==> src/rtl/alu.sv <==
// RV32I integer ALU for the execute stage: combinational decode of ALUOp/funct3/funct7
// into a single register stage holding Result, Zero and Less (1-cycle latency).
module alu #(
  parameter int XLEN = 32
) (
  input  logic            clk,
  input  logic            rst_n,
  input  logic            in_valid,
  input  logic [XLEN-1:0] A,
  input  logic [XLEN-1:0] B,
  input  logic [1:0]      ALUOp,
  input  logic [2:0]      funct3,
  input  logic [4:0]      shamt,
  input  logic [6:0]      funct7,
  output logic            out_valid,
  output logic [XLEN-1:0] Result,
  output logic            Zero,
  output logic            Less
);

  // Handshake: valid-only, no backpressure. An operation is accepted on every rising
  // edge where in_valid=1; its result appears with out_valid=1 for exactly the next
  // cycle. With in_valid=0 the result registers hold and out_valid drops to 0.

  localparam logic [1:0] OP_ARITH = 2'b00;
  localparam logic [1:0] OP_LOGIC = 2'b01;
  localparam logic [1:0] OP_SHIFT = 2'b10;
  localparam logic [1:0] OP_CMP   = 2'b11;

  logic [XLEN-1:0] result_d, result_q;
  logic            zero_d, zero_q;
  logic            less_d, less_q;
  logic            valid_q;
  logic            cmp;
  logic            signed_lt;
  logic            unsigned_lt;
  logic [XLEN-1:0] sra_res;
  logic            unused_funct7;

  assign signed_lt     = $signed(A) < $signed(B);
  assign unsigned_lt   = A < B;
  assign sra_res       = $unsigned($signed(A) >>> shamt);
  assign unused_funct7 = ^{funct7[6], funct7[4:0]};

  always_comb begin
    result_d = '0;
    cmp      = 1'b0;
    case (ALUOp)
      OP_ARITH: result_d = funct7[5] ? (A - B) : (A + B);
      OP_LOGIC: begin
        case (funct3)
          3'b000:  result_d = A & B;
          3'b001:  result_d = A | B;
          3'b010:  result_d = A ^ B;
          default: result_d = '0;
        endcase
      end
      OP_SHIFT: begin
        case (funct3)
          3'b000:  result_d = A << shamt;
          3'b101:  result_d = funct7[5] ? sra_res : (A >> shamt);
          default: result_d = '0;
        endcase
      end
      OP_CMP: begin
        case (funct3)
          3'b010:  cmp = signed_lt;
          3'b011:  cmp = unsigned_lt;
          default: cmp = 1'b0;
        endcase
        result_d = {{(XLEN-1){1'b0}}, cmp};
      end
      default: result_d = '0;
    endcase
  end

  // Less follows the compare bit for compares, otherwise signed A<B for branch use.
  assign zero_d = (result_d == '0);
  assign less_d = (ALUOp == OP_CMP) ? cmp : signed_lt;

  always_ff @(posedge clk or negedge rst_n) begin
    if (!rst_n) begin
      result_q <= '0;
      zero_q   <= 1'b0;
      less_q   <= 1'b0;
      valid_q  <= 1'b0;
    end else begin
      valid_q <= in_valid;
      if (in_valid) begin
        result_q <= result_d;
        zero_q   <= zero_d;
        less_q   <= less_d;
      end
    end
  end

  assign out_valid = valid_q;
  assign Result    = result_q;
  assign Zero      = zero_q;
  assign Less      = less_q;

endmodule

==> config.mk <==
export PLATFORM = sky130hd
export DESIGN_NAME = alu
export DESIGN_NICKNAME = d
export VERILOG_FILES = /design/src/rtl/alu.sv
export SDC_FILE = /design/constraint.sdc
export NUM_CORES = 1
export LEC_CHECK = 0
export CORE_ASPECT_RATIO = 1.25
export CORE_MARGIN = 1.5
export CORE_UTILIZATION = 41
export DETAILED_ROUTE_END_ITERATION = 8
export SLEW_MARGIN = 20
export SYNTH_ARGS = -nofsm -noshare
export SYNTH_HDL_FRONTEND = slang
export SYNTH_SLANG_ARGS = --single-unit
==> constraint.sdc <==
create_clock -name clk -period 0.96 [get_ports clk]
set_input_delay 0.288 -clock clk [delete_from_list [all_inputs] [get_ports clk]]
set_output_delay 0.288 -clock clk [all_outputs]
set_load 0.005 [all_outputs]
==> results.md <==
- Setup TNS: -69360 ps
- Synth warn: 0
- Avg Cell Area, Syn: 7.04 µm²
- Synth Cell Area: 11200 µm²
- Global-route wire length before repair: 112 mm
- H-tree depth: 2
- Clock root cell: clkbuf_16
- Tmin final: 3690 ps
- Clk sink count: 35
- Vias per cell: 7.12
- Pin count of the biggest net entering global routing: 51
- Clock Path Buffers: 2
- Share of layout cells above drive strength 1: 0.580
- Clk_skew: 0 ps
- CTS tree: built
- R2R setup slack: -160 ps
- Worst-path fanout max: 4
- EDFF count, synth: 0
- Slew @ Worst Pin: 841 ps
- Worst hold path type: in2async
- Critical path's most frequent cell: buf_4
- Top cell family by delay on the critical path: compound AO/OA/AOI/OAI gates
- Status: finished, violations left
- Placement Setup Slack: -3530 ps
- Endpoints failing hold: 0
- CP Depth: 16
- Syn Nets: 1780
- Core box area: 26900 µm²
- P_leak: 9.73 nW
- Worst EP arrival: 3880 ps
- Worst setup SP type: primary input
- Slowest stage delay, CP: 430 ps
- RSZ-0062 raised after global routing: yes
- Synth top area share: 0.107
- Register area: 876 µm²
- Placed Area: 17700 µm²
- CP Cell Sequence: buf_6, ha_4, fa_2, a21oi_4, o221ai_4, a32oi_2, buf_4, o31ai_4, buf_4, a211oi_2, xnor2_2, a221oi_2, nand2_1, nand4bb_1, or4_1, o41ai_2
- Sequential fraction of the synthesis area: 0.0779
- Final WL: 84.5 mm
- Clk_lat worst skew: 290 ps
- Worst EP required: 1150 ps
- Setup crit start: B[0]
- Die Span Y: 188 µm
- Final Util: 0.801
- Buf/Inv on CP: 3
- Setup ws final: -2730 ps
- Design area: 21600 µm²
- Die ar.: 28400 µm²
- Final period util: 3.85
- Asr flop ratio synth: 1.00
- Fmax: 0.271 GHz
- Library cells used by synthesis: 88
- Worst R2R Start: Result[16]
- Ports: 119
- DR iter-0 viols: 3145
- CTS clk-pin slew, worst paths: 50 ps
- Area occupied by multi-input gates: 12100 µm²
- 1st-pass router iterations: 9
- Fin. max-slew vios: 0
- Die W: 151 µm
- PD cells: 845 nW/µm²
- Total Routing Usage GR: 0.532
- Final Net Count: 2540
- Failing checks: DRC, setup timing
- Vias in the first global route: 18100
- Initial Util: 0.418
- Hold_buf cts: 0
- Ys flop type: dfrtp_1
- Area contributors post-synth: ha_1 (11%), dfrtp_1 (7.8%), mux4_2 (7.6%)
- Post-Synthesis Cells: 1598
- Grt ovf: 0
- Fillcell total: 1662
- Critical Path End Type: flop
- IO buf count: 112
- Detail Route Antenna Nets: 0
- Routed len/inst: 31.2 µm
- Seq cells post-synth: 35
- Reg2reg path depth: 2
- Leading area contributor after synthesis: ha_1
- Syn-to-layout area delta: 91.7%
- Setup crit end: Zero
- Setup Crit Path Kind: in2reg
- Maximum VDD drop: 0.864 mV
- Row count: 67
- GP Congestion: 1.08
- Max_slew headroom: 0.434
- Worst r2r dst: Result[16]
- Initial antenna violation count: 6
- Clock buffer count from CTS: 5
- Max-cap violations: 0
- Final setup fails: 69
- Slowest CP cell: or4_1
- DRC viols: 21
- Dpl hpwl: 55.4 mm
- Vias: 19300
worst min path at each step:
stage	start	to	slack, ps	depth (start not counted)
4_1_cts	rst_n	Result[21]	390	2
5_1_grt	rst_n	Result[21]	410	2
3_3_place_gp	Result[12]	Result[12]	490	1
3_5_place_dp	Result[10]	Result[10]	500	1
2_1_floorplan	rst_n	Less	-8	0
6_report	rst_n	Result[7]	390	2
timing repair:
item / 4_1_cts / 5_1_grt
pin swaps: 161 / 126
gates cloned: 1 / 1
setup endpoints to repair: 69 / 69
buffers inserted: 108 / 54
gates resized for setup: 829 / 199
layout make-up:
| type | count | share of cell area |
|---|---|---|
| Multi-Input combinational cell | 1305 | 0.563 |
| Inverter | 112 | 0.0234 |
| Timing Repair Buffer | 899 | 0.346 |
| Tap cell | 345 | 0.0200 |
| Clock buffer | 5 | 0.00580 |
| Clock inverter | 3 | 0.000928 |
| Antenna cell | 3 | 0.000348 |
| Sequential cell | 35 | 0.0406 |
report_power, final:
part,total [mW],leakage (nW),internal [mW],switching [mW]
Clock,1.63,0.0658,0.956,0.674
Sequential,1.80,0.441,1.67,0.132
Combinational,14.8,9.22,6.85,7.94
Total,18.2,9.73,9.47,8.75
worst reg2reg max path: stages, from the launching register on:
cell	delay (ps)
dfrtp_1	520
buf_4	220
mux2_4	260
per-layer routing:
metal / wire, µm / part of all wire / global-route usage / vias up
li1: - / - / - / 7442
met1: 26800 / 0.32 / 0.604 / 8782
met2: 34200 / 0.40 / 0.787 / 2128
met3: 12200 / 0.14 / 0.155 / 916
met4: 11300 / 0.13 / 0.497 / 4
met5: 31 / 0.00037 / 0 / -
layout by cell type, fill, tap and decap left out, types with 50 or more instances in the layout:
cell type,Yosys,final
a21oi_1,144,85
buf_2,20,52
buf_4,2,674
buf_6,1,97
ha_1,96,52
inv_1,110,63
mux2i_1,60,50
nand2_1,133,122
nor2_1,175,152
o21ai_0,90,51
cells by family after synthesis:
logic type      after synthesis  synth area share
flops                        35            0.0779
simple gates                500             0.208
compound gates              533             0.314
mux                         146             0.178
fa+ha+maj                    98             0.110
buf+inv                     258            0.0897
xor+xnor                     28            0.0218
Yosys cell counts (16+ instances only):
cell type,number
o211ai_1,23
mux4_2,38
xnor2_1,24
nand2_1,133
mux2_2,41
ha_1,96
a221oi_1,18
buf_2,20
nor3_1,39
clkbuf_1,108
nor2_1,175
inv_1,110
nand2b_1,18
o22ai_1,27
a21oi_1,144
mux2i_1,60
dfrtp_1,35
o21ai_0,90
nand4_1,16
nand3_1,36
a211oi_1,50
state kept, by name, summed over array words and instances (netlist names):
name / cells
Less: 1
Result: 32
out_valid: 1
Zero: 1
through the flow:
step	hold slack (ps)	total power, mW	cells
final	388	18.2	2707
after global placement	488	12.3	2569
after detailed placement	497	12.4	2569
after global routing	413	18.7	2706
after CTS	394	16.0	2670
after floorplan	-7.59	6.75	1598
Power figures use the tool's default switching activity.
